$ cat config.mk
export PLATFORM = sky130hd
export DESIGN_NAME = hazard_scoreboard_flat
export DESIGN_NICKNAME = d
export VERILOG_FILES = /design/src/rtl/hazard_scoreboard_if.sv /design/src/rtl/hazard_scoreboard.sv /design/src/flat_wrapper.sv
export SDC_FILE = /design/constraint.sdc
export NUM_CORES = 1
export LEC_CHECK = 0
export ABC_CLOCK_PERIOD_IN_PS = 6800
export BUFFER_PORTS_ARGS = -buffer_cell sky130_fd_sc_hd__buf_2
export CAP_MARGIN = 20
export CELL_PAD_IN_SITES_DETAIL_PLACEMENT = 1
export CELL_PAD_IN_SITES_GLOBAL_PLACEMENT = 1
export CORE_ASPECT_RATIO = 0.5
export CORE_MARGIN = 2
export CORE_UTILIZATION = 35
export CTS_CLUSTER_DIAMETER = 40
export DETAILED_ROUTE_END_ITERATION = 16
export PLACE_DENSITY = 0.6
export RECOVER_POWER = 50
export REMOVE_ABC_BUFFERS = 1
export SETUP_SLACK_MARGIN = 0.2
export SYNTH_ARGS = -nofsm -noshare
export SYNTH_HDL_FRONTEND = slang
export SYNTH_SLANG_ARGS = --single-unit
$ cat constraint.sdc
create_clock -name clk -period 6.8 [get_ports clk]
set_input_delay 0.68 -clock clk [delete_from_list [all_inputs] [get_ports clk]]
set_output_delay 0.68 -clock clk [all_outputs]
set_load 0.02 [all_outputs]
$ cat src/rtl/hazard_scoreboard_if.sv
// ID-stage hazard query bundle between the decode stage (master) and the scoreboard (slave).
interface hazard_scoreboard_if #(
  parameter int LAT_W = 3,
  parameter int NREG  = 32
);
  logic             id_valid;
  logic             id_re0;
  logic [4:0]       id_ra0;
  logic             id_re1;
  logic [4:0]       id_ra1;
  logic             id_we;
  logic [4:0]       id_wa;
  logic [LAT_W-1:0] id_lat;
  logic             stall_id;
  logic [NREG-1:0]  pend_mask;
  logic             raw_hit;
  logic             waw_hit;

  modport master (
    output id_valid, id_re0, id_ra0, id_re1, id_ra1, id_we, id_wa, id_lat,
    input  stall_id, pend_mask, raw_hit, waw_hit
  );

  modport slave (
    input  id_valid, id_re0, id_ra0, id_re1, id_ra1, id_we, id_wa, id_lat,
    output stall_id, pend_mask, raw_hit, waw_hit
  );
endinterface

$ cat src/rtl/hazard_scoreboard.sv
// Per-register countdown scoreboard raising ID stalls on load-use, long-latency RAW and WAW hazards.
// Optional HAZ_STATS_EN adds saturating stall/RAW/WAW cycle counters.
module hazard_scoreboard #(
  parameter int LAT_W = 3,
  parameter int NREG  = 32
) (
  input  logic                clk,
  input  logic                rstn,
  hazard_scoreboard_if.slave  sb
`ifdef HAZ_STATS_EN
  ,
  output logic [31:0]         stall_cycles,
  output logic [31:0]         raw_cycles,
  output logic [31:0]         waw_cycles
`endif
);

  logic [LAT_W-1:0] cnt [NREG];
  logic             raw0;
  logic             raw1;
  logic             raw_hit;
  logic             waw_hit;
  logic             stall;
  logic             issue;

  function automatic logic [31:0] sat_inc(input logic [31:0] v);
    return (v == 32'hFFFF_FFFF) ? v : v + 32'd1;
  endfunction

  // Hazard detection against the pre-edge scoreboard state
  always_comb begin
    raw0    = sb.id_re0 && (sb.id_ra0 != 5'd0) && (cnt[sb.id_ra0] != '0);
    raw1    = sb.id_re1 && (sb.id_ra1 != 5'd0) && (cnt[sb.id_ra1] != '0);
    raw_hit = sb.id_valid && (raw0 || raw1);
    waw_hit = sb.id_valid && sb.id_we && (sb.id_wa != 5'd0) && (cnt[sb.id_wa] > sb.id_lat);
    stall   = raw_hit || waw_hit;
    issue   = sb.id_valid && !stall;
  end

  assign sb.raw_hit  = raw_hit;
  assign sb.waw_hit  = waw_hit;
  assign sb.stall_id = stall;

  always_comb begin
    sb.pend_mask = '0;
    for (int i = 1; i < NREG; i++) begin
      sb.pend_mask[i] = (cnt[i] != '0);
    end
  end

  // Back end never stalls, so countdowns run every cycle; a fresh insert overrides the decrement
  always_ff @(posedge clk or negedge rstn) begin
    if (!rstn) begin
      for (int i = 0; i < NREG; i++) begin
        cnt[i] <= '0;
      end
    end else begin
      for (int i = 1; i < NREG; i++) begin
        if (issue && sb.id_we && (sb.id_wa == 5'(i)) && (sb.id_lat != '0)) begin
          cnt[i] <= sb.id_lat;
        end else if (cnt[i] != '0) begin
          cnt[i] <= cnt[i] - LAT_W'(1);
        end
      end
    end
  end

`ifdef HAZ_STATS_EN
  always_ff @(posedge clk or negedge rstn) begin
    if (!rstn) begin
      stall_cycles <= '0;
      raw_cycles   <= '0;
      waw_cycles   <= '0;
    end else begin
      if (stall)   stall_cycles <= sat_inc(stall_cycles);
      if (raw_hit) raw_cycles   <= sat_inc(raw_cycles);
      if (waw_hit) waw_cycles   <= sat_inc(waw_cycles);
    end
  end
`endif

endmodule
$ cat src/flat_wrapper.sv
// flat-port wrapper written by rule: the top's interface ports become plain ports
module hazard_scoreboard_flat 
#(
  parameter int LAT_W = 3,
  parameter int NREG  = 32
)
  (clk, rstn, sb_id_valid, sb_id_re0, sb_id_ra0, sb_id_re1, sb_id_ra1, sb_id_we, sb_id_wa, sb_id_lat, sb_stall_id, sb_pend_mask, sb_raw_hit, sb_waw_hit);
  hazard_scoreboard_if #(.LAT_W(LAT_W), .NREG(NREG)) sb_i ();
  input  logic clk;
  input  logic rstn;
  input wire logic [$bits(sb_i.id_valid)-1:0] sb_id_valid;
  input wire logic [$bits(sb_i.id_re0)-1:0] sb_id_re0;
  input wire logic [$bits(sb_i.id_ra0)-1:0] sb_id_ra0;
  input wire logic [$bits(sb_i.id_re1)-1:0] sb_id_re1;
  input wire logic [$bits(sb_i.id_ra1)-1:0] sb_id_ra1;
  input wire logic [$bits(sb_i.id_we)-1:0] sb_id_we;
  input wire logic [$bits(sb_i.id_wa)-1:0] sb_id_wa;
  input wire logic [$bits(sb_i.id_lat)-1:0] sb_id_lat;
  output wire logic [$bits(sb_i.stall_id)-1:0] sb_stall_id;
  output wire logic [$bits(sb_i.pend_mask)-1:0] sb_pend_mask;
  output wire logic [$bits(sb_i.raw_hit)-1:0] sb_raw_hit;
  output wire logic [$bits(sb_i.waw_hit)-1:0] sb_waw_hit;
  assign sb_i.id_valid = sb_id_valid;
  assign sb_i.id_re0 = sb_id_re0;
  assign sb_i.id_ra0 = sb_id_ra0;
  assign sb_i.id_re1 = sb_id_re1;
  assign sb_i.id_ra1 = sb_id_ra1;
  assign sb_i.id_we = sb_id_we;
  assign sb_i.id_wa = sb_id_wa;
  assign sb_i.id_lat = sb_id_lat;
  assign sb_stall_id = sb_i.stall_id;
  assign sb_pend_mask = sb_i.pend_mask;
  assign sb_raw_hit = sb_i.raw_hit;
  assign sb_waw_hit = sb_i.waw_hit;
  hazard_scoreboard #(.LAT_W(LAT_W), .NREG(NREG)) u_core (.clk(clk), .rstn(rstn), .sb(sb_i));
endmodule
==> out/metrics.sh, run 1 <==
STATUS='complete, but fails checks'
FAILED_CHECKS='capacitance limit, slew limit'
HTREE_LEVELS=3
GLOBALROUTEOVERFLOWTOTAL=0
CTS_TREE='built'
AREA_GROWTH_SYN_TO_LAYOUT_PCT=8.84
GRT_PASS1_WL_UM=40900
FINISH.NET_COUNT=930
CP_DATA_REQUIRED_TIME_NS=6.51
MIN_DELAY_PATH_DEPTH=2
PORT_BUFFERS=57
WORSTPATHMAXFANOUT=58
CORE_REGION_AREA_MM2=0.0231
NUM-FILL-CELLS=2595
SLEW_HEADROOM_PCT=-126
SYNTH_AREA_LEADERS='dfrtp_1, mux2i_1, ha_1'
R2R.WORST_PATH.CELLS=12
STATIC-LEAKAGE-POWER_nW=4.18
DRC=0
LARGEST_REG_FLOPS=93
DIE_AREA_MM2=0.0252
CRITPATHBUFINV=2
DETAILED_PLACE_HPWL_UM=18600
VIAS=6518
SYNTH-XOR-AREA-SHARE_PCT=3.26
SYNTH.LIB_CELLS_USED.DISTINCT=64
SYNTHADDERAREAFRAC_PCT=9.75
SYNTH_TOP_FAMILY_BY_AREA='multiplexers'
SYNTHARSTFLOPSHARE_PCT=100
LAYOUT.CELLS.MOST_COMMON='dfrtp_1'
REPORT.FINAL.SLEW_VIOL_COUNT=96
MAX_STAGE_DELAY_NS=2.50
DETAIL_ROUTE.WIRELENGTH_UM=25700
START_UTIL_PCT=36.1
SETUP_REPAIR_AFTER_GLOBAL_ROUTING_MISSED_ITS_MARGIN='false'
ANTENNA_FOUND_INITIAL=0
MIN_DELAY_WORST_ENDPOINT='u_core.cnt[32]'
ROUTE.ANTENNA.REMAINING_NETS=0
FINAL.PERIOD_UTILIZATION_PCT=74.1
FINCLKSKEW_NS=0.0112
POST-PLACE-CELLS=1137
CRITICAL_PATH.REG2REG.ENDPOINT='u_core.cnt[15]'
SYNTHSIMPLEGATEAREAFRAC_PCT=19.7
AVGSYNTHCELLAREA_UM2=10.3
CLOCKBUFFERDEPTH=2
MAX_FREQ_MHz=198
TIMING_WORST_SETUP_PATH_TYPE='in2async'
POST_CTS_HOLD_BUFFER_COUNT=0
LARGESTREGISTERS='u_core.cnt: 93 flops'
PLACEMENTROWS=39
WORST_SETUP_PATH_END_KIND='asynchronous set/reset pin'
SETUP_TOTAL_NEGATIVE_SLACK_NS=0
HOLD_START='u_core.cnt[32]'
SYNTH_TOP_AREA_SHARE_PCT=27.9
POWER-PER-CELL-AREA_mW_PER_MM2=445
IOPINCOUNT=59
SYNTHDOMINANTAREACELLTYPE='dfrtp_1'
SETUP.WORST_PATH.START_CLASS='input port'
SYNTH_ENABLE_FLOP_CELLS=0
GLOBALROUTETOTALUTIL_PCT=21.3
CRITICAL_PATH.REG2REG.STARTPOINT='u_core.cnt[1]'
CTS.REPAIR_TIMING.SETUP_BUFFER_COUNT=0
PROPORTION_OF_SYNTHESIZED_CHIP_AREA_IN_SEQUENTIAL_CELLS_PCT=27.9
INSTANCES_NO_FILL=1153
NUMCLOCKSINKS=93
ROOT_BUFFER='clkbuf_16'
CRITICAL_PATH.TOP_DELAY_FAMILY='buffers and inverters'
FINALHOLDVIOLATIONS=0
FINISH_STAGE_SETUP_VIOLS=0
WORST_PIN_SLEW_NS=3.40
VIAS_PER_CELL=5.65
RESIZE_COUNT_POST_CTS=0
ROUTEDWLPERCELL_UM=22.3
SYNTHESIS.INSTANCES=810
CLK_PIN_SLEW_NS=0.07
YOSYS_WARNINGS=3
MAX_FLOP_REGISTER='u_core.cnt'
DRT_FIRST_ITER_VIOLATIONS=363
SYNTH_FLOP_CELL='dfrtp_1'
DIE_H_UM=113
DIE_WIDTH_UM=222
MIN_CLOCK_PERIOD_POST_ROUTE_NS=5.04
SYNTH.AREA.MUX_SHARE_PCT=25.9
MAX_CAP_VIOLATIONS=2
WORST-ENDPOINT-ARRIVAL_NS=4.75
LAYOUT.CELLS.MOST_COMMON_LIST='dfrtp_1, mux2i_1, inv_1'
CRITPATHSLOWESTCELL='clkbuf_1'
PLACER_S_FINAL_ROUTABILITY_CONGESTION_ESTIMATE=0.814
CRITICAL-PATH-TOP-CELL-BY-COUNT='clkbuf_1'
SYNTH-SEQ-CELLS=93
FIRSTDRTPASSITERS=5
WORST_HOLD_PATH_CLASS='reg2reg'
GRT_PASS1_VIAS=6930
CTS_BUFFERS=9
SYNTH_COMPOUND_AREA_SHARE_PCT=7.04
WORST-R2R-SETUP-SLACK_NS=2.59
CP_CELL_SEQUENCE='clkbuf_1 > clkbuf_1'
FINAL_LAYOUT_SIZE_SUFFIX_GT1_SHARE_PCT=19.0
GRT_MAX_DEGREE=59
MAPPEDNETLISTAREA_MM2=0.00834
CLK-INSERTION-DELAY-LATE_NS=0.37
VDD.IR_DROP.WORST_V=0.000139
ANTENNA_CELLS_INSERTED=0
-- kinds of logic after synthesis --
kind of cell,after synthesis
simple gates,252
flops,93
other cells,1
compound gates,89
fa+ha+maj,65
buf+inv,120
mux,159
xor+xnor,31
-- synthesized netlist by cell type (all sizes together) (2+ instances only) --
cell type   n
mux2i      92
o311ai      2
a211o       2
nand4       4
inv        74
nor2b       2
mux4       34
and3        3
nor3       36
o31a        2
a21oi      12
a2111oi     2
o21ai      40
or3         2
a211oi     10
a31oi       2
nor4       37
nand3      28
nor4b       3
nor3b       2
nor2       45
dfrtp      93
nand2      46
o31ai       2
nand2b     38
mux2       33
buf        26
xnor2      31
a311oi      2
o221ai      2
clkbuf     20
ha         65
-- layout make-up --
class	count	area, um2	share of cell area, %
Tap cell	307	384	4.23
Timing Repair Buffer	66	327	3.60
Clock buffer	9	225	2.48
Sequential cell	93	2330	25.6
Multi-Input combinational cell	597	5480	60.4
Inverter	74	278	3.06
Clock inverter	7	57.6	0.634
-- worst max-delay path by stage --
stage / start / end / slack (ns) / cells past startpoint
4_1_cts: sb_id_wa[0] / u_core.cnt[15] / 2.04 / 15
6_report: rstn / u_core.cnt[3] / 1.76 / 2
3_5_place_dp: sb_id_wa[0] / u_core.cnt[15] / 1.67 / 15
2_1_floorplan: sb_id_ra0[1] / sb_stall_id / 2.73 / 6
5_1_grt: rstn / u_core.cnt[3] / 0.92 / 2
3_3_place_gp: sb_id_wa[0] / u_core.cnt[18] / 1.77 / 15
-- stage by stage --
stage | instance area, um2 | util [%] | power [mW] | hold WS, ns | setup slack, ns
4_1_cts | 9110 | 39.5 | 4.08 | 0.290 | 2.04
3_3_place_gp | 8820 | 38.2 | 3.44 | 0.628 | 1.77
5_1_grt | 9080 | 39.3 | 4.41 | 0.694 | 0.920
3_5_place_dp | 8820 | 38.2 | 3.55 | 0.655 | 1.67
6_report | 9080 | 39.3 | 4.04 | 0.657 | 1.76
2_1_floorplan | 8080 | - | 2.87 | 0.384 | 2.73
-- report_power, final --
| part | total (mW) | internal (mW) | switching [mW] |
|---|---|---|---|
| combinational | 2.26 | 1.09 | 1.17 |
| sequential | 1.27 | 0.862 | 0.407 |
| clock | 0.508 | 0.254 | 0.254 |
| total | 4.04 | 2.20 | 1.83 |
-- per-layer routing --
metal | up-vias | part of all wire, % | track usage (%)
met2 | 130 | 47 | 35.4
met4 | 0 | 0.93 | 3.92
met1 | 3398 | 47 | 28.8
met5 | - | 0 | 0
li1 | 2976 | - | -
met3 | 14 | 5.6 | 4.70
Note: power is estimated with default switching activity, not from simulation.
==> run 2: changes to the inputs <==
- ABC_CLOCK_PERIOD_IN_PS: 6800 -> 5220
- clock period: 6.8 -> 5.22 ns (I/O delays scaled with it)
==> run 2 against run 1 <==
Net effect:
- the flow still finishes with violations (capacitance limit, slew limit)
- critical path depth grew 15
- first-iteration DRC count shrank 1.4%
- wire length grew 0.49%
- sequential share of layout area shrank 0.18 points
- sequential cell count is the same
- critical path type is now in2reg
- highest routed layer unchanged
==> out/metrics.sh, run 2 (synthesis gave the netlist of run 1 again) <==
AREA_GROWTH_SYN_TO_LAYOUT_PCT=9.60
P_INT_mW=2.93
VIAS_PER_CELL=5.58
FAILED_CHECKS='capacitance limit, slew limit'
FINISH.NET_COUNT=937
WORSTSETUPSTARTPOINT='sb_id_wa[0]'
WORST_HOLD_PATH_CLASS='reg2reg'
WORSTPATHMAXFANOUT=20
CORE_REGION_AREA_MM2=0.0231
DRC=0
DIE_WIDTH_UM=222
CLK-INSERTION-DELAY-LATE_NS=0.37
CLK_PIN_SLEW_NS=0.07
ROOT_BUFFER='clkbuf_16'
STATIC-LEAKAGE-POWER_nW=4.24
WORST_PIN_SLEW_NS=3.83
DRT_FIRST_ITER_VIOLATIONS=358
VDD.IR_DROP.WORST_V=0.000185
POWER-PER-CELL-AREA_mW_PER_MM2=581
SWITCHINGPOWER_mW=2.38
GLOBALROUTETOTALUTIL_PCT=21.6
LARGEST_REG_FLOPS=93
LARGESTREGISTERS='u_core.cnt: 93 flops'
TIMING_WORST_SETUP_PATH_TYPE='in2reg'
LAYOUT.CELLS.MOST_COMMON_LIST='dfrtp_1, mux2i_1, inv_1'
NUMCLOCKSINKS=93
GLOBALROUTEOVERFLOWTOTAL=0
DETAIL_ROUTE.WIRELENGTH_UM=25800
IOPINCOUNT=59
HTREE_LEVELS=3
INSTANCES_NO_FILL=1160
MAX_CAP_VIOLATIONS=1
FINAL.PERIOD_UTILIZATION_PCT=83.7
START_UTIL_PCT=36.1
MIN_CLOCK_PERIOD_POST_ROUTE_NS=4.37
CTS_TREE='built'
REPORT.FINAL.SLEW_VIOL_COUNT=66
ANTENNA_FOUND_INITIAL=0
DIE_H_UM=113
POWER.SEQUENTIAL.FRACTION_PCT=31.0
PLACEMENTROWS=39
HOLD_START='u_core.cnt[55]'
WORST_SETUP_PATH_END_KIND='flop'
GRT_MAX_DEGREE=66
POST-PLACE-CELLS=1144
MAX_FLOP_REGISTER='u_core.cnt'
SETUP.WORST_PATH.START_CLASS='input port'
GRT_PASS1_VIAS=7006
CP_DATA_REQUIRED_TIME_NS=5.48
ROUTEDWLPERCELL_UM=22.2
PLACER_S_FINAL_ROUTABILITY_CONGESTION_ESTIMATE=0.835
FINALCOREUTILIZATION_PCT=39.6
STATUS='complete, but fails checks'
NETSWITCHINGFRACTION_PCT=44.8
ROUTE.ANTENNA.REMAINING_NETS=0
FINISH_STAGE_SETUP_VIOLS=0
SETUP_TOTAL_NEGATIVE_SLACK_NS=0
DETAILED_PLACE_HPWL_UM=19000
CLOCKBUFFERDEPTH=2
WORST-ENDPOINT-ARRIVAL_NS=4.63
MAX_FREQ_MHz=229
CTS_BUFFERS=9
POST-LAYOUT-TOTAL-POWER_mW=5.31
SETUP_REPAIR_AFTER_GLOBAL_ROUTING_MISSED_ITS_MARGIN='false'
FINALHOLDVIOLATIONS=0
SHARE_CLK_OF_TOTAL_POWER_PCT=13.1
DIE_AREA_MM2=0.0252
GRT_PASS1_WL_UM=41200
CTS.REPAIR_TIMING.SETUP_BUFFER_COUNT=0
LAYOUT.CELLS.MOST_COMMON='dfrtp_1'
VIAS=6468
SLEW_HEADROOM_PCT=-156
COMB_POWER_SHARE_PCT=55.9
FINAL_LAYOUT_SIZE_SUFFIX_GT1_SHARE_PCT=19.7
RESIZE_COUNT_POST_CTS=0
POST_CTS_HOLD_BUFFER_COUNT=0
PORT_BUFFERS=57
ANTENNA_CELLS_INSERTED=0
CRITICAL_PATH.REG2REG.STARTPOINT='u_core.cnt[1]'
FIRSTDRTPASSITERS=5
FINCLKSKEW_NS=0.00778
run 2: cell count changes in the layout (fill, tap and decap cells not counted), moves of 3 or more:
cell        before  now
buf_4            8   15
inv_6            4    0
clkinv_2         0    4
clkinvlp_4       3    0
run 2: worst max-delay path: stages:
cell	delay, ns
buf_2	0.55
buf_4	0.31
nand2b_1	0.49
nor3_1	0.11
a211oi_1	0.25
a21oi_1	0.06
a21oi_1	0.14
a21oi_1	0.09
ha_1	0.32
nor2b_1	0.13
o21a_1	0.18
o221ai_2	0.19
nand2_2	0.09
buf_4	0.22
nor4_1	0.48
nand3_4	0.16
mux2_4	0.31
run 2: final timing paths:
kind,to,slack (ns),cells past startpoint
max in group asynchronous,u_core.cnt[20],1.40,2
min in group asynchronous,u_core.cnt[61],1.47,1
setup / recovery,u_core.cnt[63],0.85,17
hold / removal,u_core.cnt[55],0.67,2
setup reg to reg,u_core.cnt[63],1.36,13
hold reg to reg,u_core.cnt[55],0.67,2
run 2: final cells by class:
| type | count | area [um2] |
|---|---|---|
| multi-input combinational | 597 | 5480 |
| clock inverter | 5 | 50.0 |
| sequential | 93 | 2330 |
| fill | 2598 | 13900 |
| clock buffer | 11 | 243 |
| inverter | 74 | 278 |
| timing repair buffer | 73 | 380 |
| tap | 307 | 384 |
run 2: per-stage QoR:
stage	hold slack (ns)	setup slack, ns	cell area, um2
2_1_floorplan	0.226	1.47	8080
3_3_place_gp	0.643	0.573	8880
3_5_place_dp	0.644	0.489	8880
4_1_cts	0.317	0.852	9170
5_1_grt	0.699	0.504	9140
6_report	0.668	0.849	9140
run 2: layer usage:
metal / track usage [%] / routed length, um / vias up
li1: - / - / 2990
met1: 28.8 / 12000 / 3314
met2: 35.9 / 12100 / 141
met3: 4.78 / 1380 / 23
met4: 5.00 / 357 / 0
met5: 0 / 0 / -
run 2: power by group through the flow:
stage	clock network [mW]	logic (mW)	registers [mW]
floorplan	0	2.31	1.42
global placement	0	2.87	1.63
detailed placement	0	2.99	1.65
CTS	0.707	3.02	1.64
global route	0.728	3.35	1.71
finish	0.696	2.97	1.64
==> run 3: changes to the inputs <==
- ABC_AREA: unset -> 1
- ABC_CLOCK_PERIOD_IN_PS: 5220 -> 3500
- PLACE_DENSITY: 0.6 -> 0.68
- clock period: 5.22 -> 3.5 ns (I/O delays scaled with it)
==> run 3 against run 2 <==
Net effect:
- the run now ends clean
- synthesized area up 0.21%
- non-clock buffer count rose by 41
- first-iteration DRC count rose by 100%
- critical path depth shrank 4
- highest routed layer unchanged
==> out/metrics.sh, run 3 <==
FIRSTDRTPASSITERS=6
DIE_AREA_MM2=0.0252
PLACEMENTROWS=39
TIMING_WORST_SETUP_PATH_TYPE='reg2out'
WORST-ENDPOINT-ARRIVAL_NS=2.87
HTREE_LEVELS=3
CORE_REGION_AREA_MM2=0.0231
SYNTH_TOP_AREA_SHARE_PCT=27.8
NUMCLOCKSINKS=93
AVGSYNTHCELLAREA_UM2=6.53
SYNTH_AREA_LEADERS='dfrtp_1, nand2_1, ha_1'
LARGESTREGISTERS='u_core.cnt: 93 flops'
DETAIL_ROUTE.WIRELENGTH_UM=34500
LARGEST_REG_FLOPS=93
DRT_FIRST_ITER_VIOLATIONS=732
MAX_FLOP_REGISTER='u_core.cnt'
GRT_PASS1_VIAS=9223
WORSTPATHMAXFANOUT=7
GLOBALROUTETOTALUTIL_PCT=27.9
DETAILED_PLACE_HPWL_UM=25600
VIAS=9107
FINAL_LAYOUT_SIZE_SUFFIX_GT1_SHARE_PCT=12.8
CP_CELL_SEQUENCE='inv_1 > o21ai_0 > o21ai_1 > nand3_1 > a211oi_2 > a21oi_1 > ha_1 > a311oi_2 > and2_4 > inv_4 > buf_12 > nand2_2 > buf_6'
MAX_FREQ_MHz=311
ANTENNA_FOUND_INITIAL=0
CTS_TREE='built'
GRT_PASS1_WL_UM=53500
R2R.WORST_PATH.CELLS=16
CRITICAL_PATH.TOP_DELAY_FAMILY='compound AO/OA/AOI/OAI gates'
P_INT_mW=4.37
CLK-INSERTION-DELAY-LATE_NS=0.39
SYNTH.LIB_CELLS_USED.DISTINCT=34
LAYOUT.CELLS.MOST_COMMON_LIST='nand2_1, nand3_1, inv_1'
SYNTH_FLOP_CELL='dfrtp_1'
PLACER_S_FINAL_ROUTABILITY_CONGESTION_ESTIMATE=0.935
FINAL.PERIOD_UTILIZATION_PCT=91.9
SWITCHINGPOWER_mW=4.34
COMB_POWER_SHARE_PCT=61.5
SYNTHARSTFLOPSHARE_PCT=100
ANTENNA_CELLS_INSERTED=0
DIE_WIDTH_UM=223
STATIC-LEAKAGE-POWER_nW=5.03
HOLD_SLACK_NS=0.308
FINISH.NET_COUNT=1442
FINCLKSKEW_NS=0.0165
CLK_PIN_SLEW_NS=0.07
SYNTHDOMINANTAREACELLTYPE='dfrtp_1'
NUM-FILL-CELLS=3054
POWER.SEQUENTIAL.FRACTION_PCT=25.6
SETUP.WORST_PATH.START_CLASS='flop'
DIE_H_UM=113
PROPORTION_OF_SYNTHESIZED_CHIP_AREA_IN_SEQUENTIAL_CELLS_PCT=27.8
WORST_PIN_SLEW_NS=1.16
WORST_SETUP_PATH_END_KIND='output port'
STATUS='finished, final reports clean'
VDD.IR_DROP.WORST_V=0.000354
PATH_DEPTH=13
REPORT.FINAL.SLEW_VIOL_COUNT=0
SYNTH_COMMON_CELLS='nand2_1, nand3_1, inv_1'
ROOT_BUFFER='clkbuf_16'
YOSYS_WARNINGS=3
CP_DATA_REQUIRED_TIME_NS=3.15
WORST_HOLD_PATH_CLASS='in2reg'
SYNTH_ENABLE_FLOP_CELLS=0
MAX_STAGE_DELAY_NS=0.41
ROUTEDWLPERCELL_UM=20.7
ROUTE.ANTENNA.REMAINING_NETS=0
FINALHOLDVIOLATIONS=0
PORT_BUFFERS=57
SYNTH-SEQ-CELLS=93
SYNTHESIS.INSTANCES=1279
MIN_CLOCK_PERIOD_POST_ROUTE_NS=3.22
GLOBALROUTEOVERFLOWTOTAL=0
NETSWITCHINGFRACTION_PCT=49.9
CRITPATHSLOWESTCELL='dfrtp_1'
MIN_DELAY_PATH_DEPTH=3
DRC=0
FINISH_STAGE_SETUP_VIOLS=0
AREA_GROWTH_SYN_TO_LAYOUT_PCT=16.5
SLEW_HEADROOM_PCT=22.4
CLOCKBUFFERDEPTH=2
LAYOUT.CELLS.MOST_COMMON='nand2_1'
SETUP_REPAIR_AFTER_GLOBAL_ROUTING_MISSED_ITS_MARGIN='false'
GRT_MAX_DEGREE=43
MAPPEDNETLISTAREA_MM2=0.00836
MAX_CAP_VIOLATIONS=0
START_UTIL_PCT=36.1
CRITPATHBUFINV=4
VIAS_PER_CELL=5.47
IOPINCOUNT=59
SETUP_TOTAL_NEGATIVE_SLACK_NS=0
CTS_BUFFERS=9
SYNTH_MOST_COMMON_CELL='nand2_1'
SHARE_CLK_OF_TOTAL_POWER_PCT=12.9
POWER-PER-CELL-AREA_mW_PER_MM2=895
[run 3: layout make-up]
class / instances / area (um2) / share of cell area (%)
well taps: 307 / 384 / 3.95
clock inverters: 7 / 88.8 / 0.913
flip-flops and latches: 93 / 2330 / 23.9
clock buffers: 9 / 225 / 2.31
multi-input cells: 975 / 5290 / 54.3
repair buffers: 114 / 817 / 8.39
inverters: 160 / 603 / 6.20
[run 3: tightest hold or removal path, stage by stage]
cell and delay, ns:
buf_2 0.15, nand3_1 0.09, nand2_1 0.05
[run 3: worst paths after layout]
| check | from | slack [ns] | to |
|---|---|---|---|
| hold / removal | sb_id_lat[0] | 0.31 | u_core.cnt[87] |
| min in group asynchronous | rstn | 0.68 | u_core.cnt[61] |
| hold reg to reg | u_core.cnt[66] | 0.57 | u_core.cnt[66] |
| max in group asynchronous | rstn | 1.09 | u_core.cnt[47] |
| setup reg to reg | u_core.cnt[77] | 0.49 | u_core.cnt[54] |
| setup / recovery | u_core.cnt[31] | 0.28 | sb_stall_id |
[run 3: power by group through the flow]
| stage | clock [mW] | combinational (mW) | sequential [mW] |
|---|---|---|---|
| floorplan | 0 | 3.72 | 2.05 |
| CTS | 1.15 | 5.14 | 2.22 |
| finish | 1.12 | 5.35 | 2.23 |
| global placement | 0 | 4.81 | 2.20 |
| global route | 1.20 | 6.14 | 2.31 |
| detailed placement | 0 | 5.06 | 2.22 |
[run 3: kinds of logic after synthesis]
group / after synthesis / share of synthesized area (%)
xor+xnor: 62 / 6.50
flops: 93 / 27.8
simple gates: 695 / 34.9
mux: 1 / 0.120
other cells: 1 / 0.0449
fa+ha+maj: 65 / 9.73
compound gates: 151 / 10.1
buf+inv: 211 / 10.7
[run 3: what timing repair did]
action | 4_1_cts | 5_1_grt
pin swaps | 4 | 11
hold endpoints to repair | 15 | 0
hold buffers | 1 | 0
buffers inserted | 1 | 18
gates cloned | 0 | 1
resized for setup | 16 | 53
setup endpoints to repair | 1 | 2
[run 3: metrics by stage]
step	setup slack, ns	util [%]	instances	power (mW)	cell area [um2]
floorplan	-1.34	-	1228	5.77	8060
global placement	0.0104	39.3	1628	7.01	9090
detailed placement	-0.0228	39.3	1628	7.28	9090
CTS	0.203	41.0	1646	8.50	9480
global route	0.171	42.1	1665	9.64	9730
finish	0.285	42.1	1665	8.71	9730
[run 3: layer usage]
metal  GRT usage (%)  part of all wire, %  vias up
met2            43.4                   43      273
met3            5.84                  7.0       42
met5               0                    0        -
met4            6.13                  1.5        0
li1                -                    -     4277
met1            39.7                   48     4515
